$ cat config.mk
export PLATFORM = sky130hd
export DESIGN_NAME = riscv_ctrl_fsm
export DESIGN_NICKNAME = d
export VERILOG_FILES = /design/src/rtl/riscv_pkg.sv /design/src/rtl/riscv_perf_counters.sv /design/src/rtl/riscv_ctrl_fsm.sv
export SDC_FILE = /design/constraint.sdc
export NUM_CORES = 1
export LEC_CHECK = 0
export ABC_AREA = 1
export CORE_MARGIN = 5
export CORE_UTILIZATION = 43
export CTS_CLUSTER_SIZE = 8
export DETAILED_ROUTE_END_ITERATION = 8
export PLACE_DENSITY = 0.91
export SKIP_CTS_REPAIR_TIMING = 1
export SLEW_MARGIN = 40
export SYNTH_ARGS = -nofsm -noshare
export SYNTH_HDL_FRONTEND = slang
export SYNTH_SLANG_ARGS = --single-unit
$ cat constraint.sdc
create_clock -name clk -period 2.4 [get_ports clk]
set_input_delay 0.24 -clock clk [delete_from_list [all_inputs] [get_ports clk]]
set_output_delay 0.24 -clock clk [all_outputs]
set_load 0.1 [all_outputs]
$ cat src/rtl/riscv_pkg.sv
// Shared definitions for the RV32I ALU-only control sequencer: state encoding,
// opcode constants, reset instruction word and the legality helper.
package riscv_pkg;

  localparam logic [2:0] FETCH   = 3'd0;
  localparam logic [2:0] WAIT    = 3'd1;
  localparam logic [2:0] DECODE  = 3'd2;
  localparam logic [2:0] EXECUTE = 3'd3;
  localparam logic [2:0] HALT    = 3'd4;
  localparam logic [2:0] TRAP    = 3'd5;

  localparam logic [4:0] OPC_OP_IMM = 5'b00100;
  localparam logic [4:0] OPC_OP     = 5'b01100;

  localparam logic [31:0] NOP_INSTR = 32'h0000_0013;

  // Only uncompressed encodings that the decoder flags as ALU ops are executable.
  function automatic logic is_legal(input logic [31:0] ir, input logic is_alu);
    return (ir[1:0] == 2'b11) && is_alu;
  endfunction

endpackage

$ cat src/rtl/riscv_perf_counters.sv
// Cycle and retired-instruction counters for the control sequencer.
// Only built when RV_CTRL_PERF_EN is defined.
`ifdef RV_CTRL_PERF_EN
module riscv_perf_counters (
  input  logic        clk,
  input  logic        reset,
  input  logic        count_cycle,
  input  logic        count_instret,
  output logic [31:0] cycle_cnt,
  output logic [31:0] instret_cnt
);

  logic [31:0] cycle_r;
  logic [31:0] instret_r;

  // Wrapping event counters, cleared by the synchronous reset.
  always_ff @(posedge clk) begin
    if (reset) begin
      cycle_r   <= 32'h0;
      instret_r <= 32'h0;
    end else begin
      if (count_cycle) begin
        cycle_r <= cycle_r + 32'd1;
      end
      if (count_instret) begin
        instret_r <= instret_r + 32'd1;
      end
    end
  end

  assign cycle_cnt   = cycle_r;
  assign instret_cnt = instret_r;

endmodule
`endif

$ cat src/rtl/riscv_ctrl_fsm.sv
// Multi-cycle fetch/decode/execute sequencer owning PC and instruction register.
// Optional performance counters are enabled with the RV_CTRL_PERF_EN macro.
module riscv_ctrl_fsm
  import riscv_pkg::*;
#(
  parameter logic [31:0] RESET_ADDR = 32'h0000_0000,
  parameter logic [31:0] NOP_INSTR  = riscv_pkg::NOP_INSTR
) (
  input  logic        clk,
  input  logic        reset,
  output logic [31:0] mem_addr,
  output logic        mem_rstrb,
  input  logic [31:0] mem_rdata,
  input  logic        mem_ready,
  output logic [31:0] instr,
  input  logic        dec_is_alu,
  input  logic        dec_wb_en,
  output logic        rf_wr_en,
  input  logic        halt_req,
  output logic        halted,
  output logic        trap,
  output logic [31:0] pc,
  output logic [31:0] cycle_cnt,
  output logic [31:0] instret_cnt
);

  logic [2:0]  state_r;
  logic [2:0]  state_s;
  logic [31:0] pc_r;
  logic [31:0] instr_r;
  logic        mem_rstrb_s;
  logic        rf_wr_en_s;
  logic        halted_s;
  logic        trap_s;

  // State register.
  always_ff @(posedge clk) begin
    if (reset) begin
      state_r <= FETCH;
    end else begin
      state_r <= state_s;
    end
  end

  // PC and instruction register; low PC bits are forced to zero so fetches stay word aligned.
  always_ff @(posedge clk) begin
    if (reset) begin
      pc_r    <= {RESET_ADDR[31:2], 2'b00};
      instr_r <= NOP_INSTR;
    end else begin
      if (state_r == WAIT && mem_ready) begin
        instr_r <= mem_rdata;
      end
      if (state_r == EXECUTE) begin
        pc_r <= pc_r + 32'd4;
      end
    end
  end

  // Next-state logic; unused encodings fall into TRAP.
  always_comb begin
    state_s = state_r;
    case (state_r)
      FETCH: begin
        if (halt_req) state_s = HALT;
        else          state_s = WAIT;
      end
      WAIT: begin
        if (mem_ready) state_s = DECODE;
        else           state_s = WAIT;
      end
      DECODE: begin
        if (is_legal(instr_r, dec_is_alu)) state_s = EXECUTE;
        else                               state_s = TRAP;
      end
      EXECUTE: state_s = FETCH;
      HALT: begin
        if (halt_req) state_s = HALT;
        else          state_s = FETCH;
      end
      TRAP:    state_s = TRAP;
      default: state_s = TRAP;
    endcase
  end

  // Control outputs decoded from state; all held low while reset is asserted.
  always_comb begin
    mem_rstrb_s = 1'b0;
    rf_wr_en_s  = 1'b0;
    halted_s    = 1'b0;
    trap_s      = 1'b0;
    case (state_r)
      FETCH:   mem_rstrb_s = ~halt_req & ~reset;
      WAIT:    mem_rstrb_s = 1'b0;
      DECODE:  mem_rstrb_s = 1'b0;
      EXECUTE: rf_wr_en_s  = dec_wb_en & ~reset;
      HALT:    halted_s    = ~reset;
      TRAP:    trap_s      = ~reset;
      default: trap_s      = ~reset;
    endcase
  end

  assign mem_addr  = pc_r;
  assign pc        = pc_r;
  assign instr     = instr_r;
  assign mem_rstrb = mem_rstrb_s;
  assign rf_wr_en  = rf_wr_en_s;
  assign halted    = halted_s;
  assign trap      = trap_s;

`ifdef RV_CTRL_PERF_EN
  riscv_perf_counters u_perf (
    .clk           (clk),
    .reset         (reset),
    .count_cycle   ((state_r != HALT) && (state_r != TRAP)),
    .count_instret (state_r == EXECUTE),
    .cycle_cnt     (cycle_cnt),
    .instret_cnt   (instret_cnt)
  );
`else
  assign cycle_cnt   = 32'h0;
  assign instret_cnt = 32'h0;
`endif

endmodule

---- Word-level counts from Yosys, hierarchy flattened ----
Index checks and enable logic that the tools add are counted.
word-level totals
  output and inout port bits .............. 164
  input port bits ......................... 38
  logic and storage cells ................. 26
  memory bits (writable) .................. 0
  latch bits .............................. 0
  bits in read-only memories .............. 0
  bits in registers ....................... 67
  memories ................................ 0
cells by class
  shifts and indexed selects .............. 0
  reductions and logical operators ........ 4
  divide/modulo/power cells ............... 0
  $mul .................................... 0
  add/subtract/negate cells ............... 1
  muxes and demuxes ....................... 9
  $lt $le $gt $ge ......................... 0
  bitwise logic cells ..................... 4
  equality and inequality tests ........... 5
operators with widths
  operator                                             count
  adder 32 x 3 -> 32 bit, second input constant        1
  one-hot mux 3 bit (5 select lines)                   1
  two-way mux 3 bit                                    3
  equality test 3 x 2 -> 1 bit, second input constant  2
  OR reduction 5 bit                                   1
  two-way mux 1 bit                                    4
  equality test 3 x 1 -> 1 bit, second input constant  1
  equality test 3 bit, second input constant           1
  logical NOT 3 bit                                    1
  bitwise AND 1 bit                                    2
  equality test 2 bit, second input constant           1
  logical AND 1 bit                                    2
  two-way mux 2 bit                                    1
  NOT 1 bit                                            2

---- Depth between registers and ports, before layout ----
Gate-level depths: netlist of the first run.
  depth in word-level cells ............... 4
  depth in mapped cells ................... 9

---- Worst setup path after synthesis of the first run ----
Ideal clock, no wire load.
  kind .................................... flip-flop to flip-flop
  from .................................... register state_r[1]
  to ...................................... register state_r[0]
  required time ........................... 2.321 ns
  period minus slack after synthesis ...... 3.802 ns
  slack ................................... -1.402 ns
  stages on the path, launching flop included .. 5
  buffers on the path ..................... 0
  data arrival time ....................... 3.723 ns
  cell sequence ........................... dfxtp_1 -> inv_1 -> nand2_1 -> nor4_1 -> a31o_2
between the ends
  longest elaborated chain between the ends .. 2
RTL lines
  what                                               line                  text
  start, declared                                    riscv_ctrl_fsm.sv:27  logic [2:0] state_r;
  start signal, assigned                             riscv_ctrl_fsm.sv:41  state_r <= state_s;
  equality test 3 bit, or another cell as far along  riscv_ctrl_fsm.sv:63  case (state_r)
  one-hot mux 3 bit (5 select lines) (*)             riscv_ctrl_fsm.sv:63
Mark *: on every way between the ends. The rest lies on a longest branch, timed or not.
A chain may end at the register's enable or synchronous reset.

---- Worst setup path after layout of the first run ----
  from .................................... register state_r[2]
  to ...................................... output rf_wr_en
between the ends
  longest elaborated chain between the ends .. 2
RTL lines
  what                          line                  text
  equality test 3 x 2 -> 1 bit  riscv_ctrl_fsm.sv:92  case (state_r)
  two-way mux 1 bit             riscv_ctrl_fsm.sv:92
  end, declared                 riscv_ctrl_fsm.sv:18  output logic rf_wr_en,
Every way passes these cells.

==> results.yml, run 1 <==
outcome:
  outcome: "finished clean"
synthesis:
  part_of_the_yosys_area_used_for_sequential_elements: 0.349
  post_synth_instance_area_sq_um: 3730
  post_synth.cell_area_avg_sq_um: 7.02
  ys_seq_elements: 65
  yosys_warnings: 0
  netlist.top_cell.by_area: "sky130_fd_sc_hd__dfxtp_1"
  yosys.area.top_type_share: 0.349
  netlist-cell-type-count: 31
  synth_top_cells_by_area: "sky130_fd_sc_hd__dfxtp_1, sky130_fd_sc_hd__buf_4, sky130_fd_sc_hd__nor2_1, sky130_fd_sc_hd__nand2_1, sky130_fd_sc_hd__o21ai_0"
  syn_inst: 531
final_layout:
  finalNonFillerCells: 745
  ff_latch_area_sq_um: 1300
  mostFrequentLayoutCells: "sky130_fd_sc_hd__nor2_1, sky130_fd_sc_hd__buf_4, sky130_fd_sc_hd__conb_1, sky130_fd_sc_hd__nand2_1, sky130_fd_sc_hd__dfxtp_1"
  filler_cell_count: 790
  layout_commonest_cell: "sky130_fd_sc_hd__nor2_1"
  area.growth.synth_to_final_pct: 25.8
  multi_input_comb_area_sq_um: 1740
  diodes: 0
  final_nets: 671
  drive_gt1_frac: 0.218
sta:
  finClkSkew_ps: 8.11
  totalNegativeSetupSlack_ps: 0
  setup_viol: 0
  maxSlewHeadroom: 0.653
  timing.final.crit_share: 0.778
  fmax_mhz: 536
  report.final.hold_viol_count: 0
  worst_slew_pin_slew_ps: 519
  unrepaired_setup_endpoints_after_global_routing: "no"
  finalCriticalPeriod_ps: 1870
  final_max_slew_viol_count: 0
global_route:
  antenna_found_initial: 0
  grt_first_pass_wirelength_mm: 14.4
  global_route.overflow_total: 0
  grt_max_degree: 34
  first_global_vias: 3128
  globalRouteTotalUtil: 0.171
routing:
  num_vias: 3465
  post_drt_wl_per_cell_um: 12.6
  drt_iter0_drc: 111
  top_layer_used: "met4"
  dr_wl_met2_mm: 4.61
  antenna_violating_nets_post_route: 0
  drt_pass1_iterations: 4
  routed_wl_mm: 9.35
  post_drt_via_cell_ratio: 4.65
  wl_met3_mm: 1.09
  wirelength_met1_mm: 3.47
  detail_route.drc_violations: 0
setup_path:
  timing.critical_path.required_ps: 2160
  worst_ep_arrival_time_ps: 1630
  path_max_fanout: 11
  critPathKind: "register to primary output"
  reg2reg_setup_slack_ps: 690
  cp-start-kind: "register"
  timing.critical_path.to_type: "primary output"
pwr:
  leakage_nw: 2.10
  power_density_nw_per_um2: 747
  vdd_ir_drop_max_mv: 0.630
worst_hold_path:
  hold_class: "input port to register"
placed_design:
  placed_cells_incl_taps: 729
  dp.final_hpwl_mm: 7.44
  buffer_ports.inserted: 133
  routability_congestion_estimate_from_global_placement: 0.871
clocking:
  clk_pin_slew_ps: 70
  number_of_clock_sinks_seen_by_cts: 65
  cts-root-buf: "sky130_fd_sc_hd__clkbuf_8"
  h_tree_depth: 3
  clock_tree.buffer_depth: 2
  tritoncts: "done"
  cts-buffers-inserted: 9
  worst_skew_pair_later_pin_latency_ps: 340
floorplanning:
  num_rows: 34
  die_area_sq_um: 10600
  die_x_um: 103
  dieHeight_um: 103
  num_ports: 202
  coreArea_sq_um: 8590
  effective_utilization_at_floorplan: 0.434
flow_run:
  max-cap-violations: 0
metal layers:
| layer | vias up | track usage |
|---|---|---|
| met5 | - | 0 |
| met4 | 0 | 0.0757 |
| met3 | 19 | 0.0677 |
| met2 | 167 | 0.294 |
| met1 | 1564 | 0.187 |
| li1 | 1715 | - |
critical path: stages (launching register included):
cell                      delay [ps]
sky130_fd_sc_hd__dfxtp_1         410
sky130_fd_sc_hd__inv_2           130
sky130_fd_sc_hd__nand3_2         260
sky130_fd_sc_hd__nor2_1          270
sky130_fd_sc_hd__buf_12          210
cell families after synthesis:
kind of cell	count (synthesis)	share of synthesized area
simple gates	250	0.306
other cells	1	0.00101
compound gates	60	0.0832
buf+inv	154	0.257
flops	65	0.349
fa+ha+maj	1	0.00335
flip-flops by register name (all words and copies together) (netlist names):
signal / cells
instr: 32
mem_addr: 30
state_r: 3
worst paths after layout:
kind,start,to,depth (start not counted)
max,state_r[2]$_SDFF_PP0_,rf_wr_en,4
max reg2reg,state_r[2]$_SDFF_PP0_,mem_addr[25]$_SDFFE_PP0P_,8
min,mem_rdata[1],instr[1]$_SDFFE_PP1P_,3
min reg2reg,instr[6]$_SDFFE_PP0P_,instr[6]$_SDFFE_PP0P_,2
stage by stage:
stage | util | setup WS [ps] | hold WS [ps] | area, sq um | power [mW]
CTS | 0.546 | 513 | 448 | 4690 | 3.53
global placement | 0.523 | 608 | 464 | 4490 | 2.57
floorplan | - | 10.0 | 353 | 4000 | 2.45
global route | 0.546 | 431 | 475 | 4690 | 3.63
detailed placement | 0.523 | 611 | 479 | 4490 | 2.59
finish | 0.546 | 533 | 462 | 4690 | 3.50
cell type report:
cell class,instances,area share
clock buffers,11,0.0301
multi-input cells,379,0.371
inverters,41,0.0328
repair buffers,136,0.248
well taps,108,0.0288
clock inverters,5,0.0117
flip-flops and latches,65,0.277
Yosys cell counts:
library cell and count:
sky130_fd_sc_hd__buf_4 98, sky130_fd_sc_hd__and2_1 1, sky130_fd_sc_hd__o21ai_1 1, sky130_fd_sc_hd__inv_1 39, sky130_fd_sc_hd__o211a_1 1, sky130_fd_sc_hd__nand4_1 8
sky130_fd_sc_hd__buf_6 1, sky130_fd_sc_hd__a31o_2 1, sky130_fd_sc_hd__nand3_2 3, sky130_fd_sc_hd__nor3_1 4, sky130_fd_sc_hd__nand2_1 66, sky130_fd_sc_hd__clkbuf_1 6
sky130_fd_sc_hd__buf_1 3, sky130_fd_sc_hd__buf_2 5, sky130_fd_sc_hd__nor2_1 114, sky130_fd_sc_hd__dfxtp_1 65, sky130_fd_sc_hd__a21oi_1 15, sky130_fd_sc_hd__inv_2 2
sky130_fd_sc_hd__nor2_4 7, sky130_fd_sc_hd__ha_1 1, sky130_fd_sc_hd__nand3_4 1, sky130_fd_sc_hd__nor3b_4 1, sky130_fd_sc_hd__conb_1 1, sky130_fd_sc_hd__nand3_1 34
sky130_fd_sc_hd__and2_0 1, sky130_fd_sc_hd__a31oi_1 1, sky130_fd_sc_hd__o21ai_0 41, sky130_fd_sc_hd__nor2_2 5, sky130_fd_sc_hd__nor4_1 2, sky130_fd_sc_hd__nand2_2 2
sky130_fd_sc_hd__nand4_2 1
power breakdown:
part           total, mW  switching [mW]  internal (mW)
Sequential          1.20          0.0506           1.15
Clock              0.939           0.434          0.505
Combinational       1.36            1.14          0.220
Note: power is estimated with default switching activity, not from simulation.
==> run 2: changes to the inputs <==
CORE_UTILIZATION = 36   (was 43)
PLACE_DENSITY = 0.82   (was 0.91)
clock period = 1.7 ns   (was 2.4 ns; I/O delays follow)
==> results.yml, run 2 (synthesis gave the netlist of run 1 again) <==
pwr:
  power_density_nw_per_um2: 915
  leakage_nw: 2.36
  vdd_ir_drop_max_mv: 0.647
sta:
  final_max_slew_viol_count: 0
  unrepaired_setup_endpoints_after_global_routing: "no"
  finClkSkew_ps: 9.86
  report.final.hold_viol_count: 0
  setup_viol: 0
  finalCriticalPeriod_ps: 1620
  fmax_mhz: 617
  totalNegativeSetupSlack_ps: 0
  timing.final.crit_share: 0.953
routing:
  num_vias: 3467
  post_drt_wl_per_cell_um: 12.8
  antenna_violating_nets_post_route: 0
  routed_wl_mm: 10.1
  drt_pass1_iterations: 4
  post_drt_via_cell_ratio: 4.41
  detail_route.drc_violations: 0
  drt_iter0_drc: 110
setup_path:
  worst_ep_arrival_time_ps: 1450
  reg2reg_setup_slack_ps: 220
  critPathKind: "register to primary output"
  timing.rr.start: "mem_addr[3]$_SDFFE_PP0P_"
  critPathLaunch: "state_r[0]$_SDFF_PP0_"
  timing.critical_path.to_type: "primary output"
  path_max_fanout: 4
  cp-start-kind: "register"
  timing.critical_path.required_ps: 1530
floorplanning:
  dieHeight_um: 112
  coreArea_sq_um: 10200
  die_area_sq_um: 12500
  num_rows: 37
  num_ports: 202
  die_x_um: 112
  effective_utilization_at_floorplan: 0.365
flow_run:
  max-cap-violations: 0
worst_hold_path:
  timing.hold.worst.start: "mem_rdata[0]"
  hold_class: "input port to register"
clocking:
  tritoncts: "done"
  worst_skew_pair_later_pin_latency_ps: 350
  cts-buffers-inserted: 9
  clock_tree.buffer_depth: 2
  cts-root-buf: "sky130_fd_sc_hd__clkbuf_8"
  h_tree_depth: 3
  clk_pin_slew_ps: 80
  number_of_clock_sinks_seen_by_cts: 65
global_route:
  grt_first_pass_wirelength_mm: 16.0
  grt_max_degree: 33
  globalRouteTotalUtil: 0.156
  antenna_found_initial: 0
  global_route.overflow_total: 0
  first_global_vias: 3278
placed_design:
  dp.final_hpwl_mm: 8.03
  routability_congestion_estimate_from_global_placement: 0.912
  placedInstanceArea_sq_um: 5400
  buffer_ports.inserted: 133
final_layout:
  area.growth.synth_to_final_pct: 51.4
  post-route-cell-area_sq_um: 5650
  largest_register_ffs: 32
  mostFrequentLayoutCells: "sky130_fd_sc_hd__nor2_1, sky130_fd_sc_hd__conb_1, sky130_fd_sc_hd__nand2_1, sky130_fd_sc_hd__buf_12, sky130_fd_sc_hd__buf_4"
  drive_gt1_frac: 0.292
  diodes: 0
  final_nets: 685
  layout_commonest_cell: "sky130_fd_sc_hd__nor2_1"
outcome:
  outcome: "finished clean"
run 2: critical path, cell delays in order, from the launching register on:
cell	delay, ps
sky130_fd_sc_hd__dfxtp_2	360
sky130_fd_sc_hd__inv_4	90
sky130_fd_sc_hd__nand2_4	80
sky130_fd_sc_hd__nor4_4	360
sky130_fd_sc_hd__buf_12	220
run 2: where the power goes:
part	total (mW)	internal, mW	switching [mW]	leakage, nW
logic	2.01	0.370	1.64	1.71
clock network	1.46	0.812	0.646	0.111
registers	1.69	1.62	0.0713	0.544
total	5.17	2.81	2.36	2.36
run 2: per-layer routing:
layer,global-route usage,wire length [um]
met1,0.176,3850
met4,0.0592,153
met3,0.0582,1110
met2,0.267,4940
met5,0,0
run 2: final cells by class:
class	count	area, sq um
fill	908	4580
timing repair buffer	150	1980
multi-input combinational	379	1770
sequential	65	1350
tap	136	170
clock buffer	11	163
inverter	41	159
clock inverter	5	60.1
run 2: metrics by stage:
step / setup slack (ps) / util / total power [mW] / cells / hold WS, ps
2_1_floorplan: -183 / - / 3.46 / 598 / 283
3_5_place_dp: 227 / 0.527 / 3.72 / 769 / 472
3_3_place_gp: 229 / 0.527 / 3.70 / 769 / 460
4_1_cts: -36.1 / 0.549 / 5.18 / 785 / 375
5_1_grt: 0.324 / 0.552 / 5.37 / 787 / 390
6_report: 80.4 / 0.552 / 5.17 / 787 / 387
run 2: final timing paths:
check / to / cells past startpoint
min reg2reg: instr[28]$_SDFFE_PP0P_ / 2
max reg2reg: mem_addr[14]$_SDFFE_PP0P_ / 8
max: mem_rstrb / 4
min: instr[0]$_SDFFE_PP1P_ / 3
==> run 3: changes to the inputs <==
CORE_MARGIN = default   (was 5)
==> results.yml, run 3 (synthesis gave the netlist of run 1 again) <==
pwr:
  power.share.clock: 0.281
  internal_power_mw: 2.79
  power_density_nw_per_um2: 917
  pwr-share-seq: 0.331
  vdd_ir_drop_max_mv: 0.680
  power.switching_mw: 2.31
  comb_power_share: 0.388
  netSwitchingFraction: 0.453
  leakage_nw: 2.30
  total_power_mw: 5.09
sta:
  hold-worst-slack_ps: 403
  final_max_slew_viol_count: 0
  finalCriticalPeriod_ps: 1600
  unrepaired_setup_endpoints_after_global_routing: "no"
  timing.final.crit_share: 0.943
  fmax_mhz: 624
  report.final.hold_viol_count: 0
  totalNegativeSetupSlack_ps: 0
  timing.final.ws_setup_ps: 96.7
  setup_viol: 0
  finClkSkew_ps: 9.33
setup_path:
  timing.critical_path.to_type: "primary output"
  cp-start-kind: "register"
  max_stage_delay_ps: 380
  path_max_fanout: 5
  critPathLaunch: "state_r[1]$_SDFF_PP0_"
  reg2reg_setup_slack_ps: 200
  path_cells: "inv_1, nand2_2, nand2_1, nor2_4, buf_12"
  worst_ep_arrival_time_ps: 1430
  timing.critical_path.required_ps: 1530
  critPathSlowestCell: "sky130_fd_sc_hd__dfxtp_2"
  critPathKind: "register to primary output"
  timing.rr.start: "mem_addr[4]$_SDFFE_PP0P_"
floorplanning:
  die_x_um: 104
  die_area_sq_um: 10800
  effective_utilization_at_floorplan: 0.376
  coreArea_sq_um: 9910
  num_ports: 202
  num_rows: 36
  dieHeight_um: 104
routing:
  post_drt_via_cell_ratio: 4.55
  num_vias: 3532
  post_drt_wl_per_cell_um: 12.2
  detail_route.drc_violations: 0
  drt_pass1_iterations: 4
  routed_wl_mm: 9.46
  antenna_violating_nets_post_route: 0
  drt_iter0_drc: 110
global_route:
  global_route.overflow_total: 0
  antenna_found_initial: 0
  grt_first_pass_wirelength_mm: 15.7
  grt_max_degree: 33
  first_global_vias: 3388
  globalRouteTotalUtil: 0.180
clocking:
  cts-root-buf: "sky130_fd_sc_hd__clkbuf_8"
  h_tree_depth: 3
  tritoncts: "done"
  clk_pin_slew_ps: 80
  clock_tree.buffer_depth: 2
  worst_skew_pair_later_pin_latency_ps: 340
  cts-buffers-inserted: 9
  number_of_clock_sinks_seen_by_cts: 65
placed_design:
  dp.final_hpwl_mm: 7.49
  place_worst_setup_slack_ps: 216
  placedInstanceArea_sq_um: 5340
  buffer_ports.inserted: 133
  routability_congestion_estimate_from_global_placement: 0.876
flow_run:
  max-cap-violations: 0
final_layout:
  largest_register_ffs: 32
  post-route-cell-area_sq_um: 5560
  drive_gt1_frac: 0.278
  diodes: 0
  final_nets: 678
  layout_commonest_cell: "sky130_fd_sc_hd__nor2_1"
  mostFrequentLayoutCells: "sky130_fd_sc_hd__nor2_1, sky130_fd_sc_hd__conb_1, sky130_fd_sc_hd__nand2_1, sky130_fd_sc_hd__buf_12, sky130_fd_sc_hd__buf_4"
  area.growth.synth_to_final_pct: 49.0
worst_hold_path:
  hold_class: "input port to register"
  timing.hold.worst.start: "mem_rdata[0]"
outcome:
  outcome: "finished clean"
-- run 3: cell count changes in the layout (fill, tap and decap cells not counted), moves of 2 or more --
cell	previous run	this run
sky130_fd_sc_hd__buf_4	52	46
sky130_fd_sc_hd__clkbuf_1	0	2
sky130_fd_sc_hd__inv_1	37	39
sky130_fd_sc_hd__inv_4	2	0
-- run 3: path summary, 6_finish.rpt --
kind,end,cells after the start
max,trap,5
min,instr[0]$_SDFFE_PP1P_,3
max reg2reg,mem_addr[15]$_SDFFE_PP0P_,7
min reg2reg,instr[25]$_SDFFE_PP0P_,2
-- run 3: metal layers --
layer  up-vias  share of wire  global-route usage
met3        20          0.089              0.0610
met2       180           0.50               0.324
met5         -              0                   0
met1      1601           0.39               0.188
met4         0          0.023              0.0827
li1       1731              -                   -
-- run 3: layout make-up --
type | count | area, sq um
fill | 889 | 4350
timing repair buffer | 143 | 1920
multi-input combinational | 379 | 1760
sequential | 65 | 1350
tap | 133 | 166
inverter | 41 | 154
clock buffer | 11 | 131
clock inverter | 5 | 80.1
-- run 3: critical path: cells and delay by family, from the launching register on --
family | cells | cell delay [ps]
DFF | 1 | 380
and+or+nand+nor | 3 | 430
buffers and inverters | 2 | 290
-- run 3: stage by stage --
step / utilization / instances
2_1_floorplan: - / 598
3_3_place_gp: 0.539 / 761
3_5_place_dp: 0.539 / 761
4_1_cts: 0.560 / 777
5_1_grt: 0.561 / 777
6_report: 0.561 / 777
-- run 3: power by group through the flow --
stage                     Combinational (mW)  Sequential (mW)  Clock, mW
final                                   1.98             1.69       1.43
after global routing                    2.05             1.70       1.54
after CTS                               1.97             1.69       1.45
after detailed placement                1.97             1.72          0
after global placement                  1.95             1.71          0
after floorplan                         1.09             2.37          0
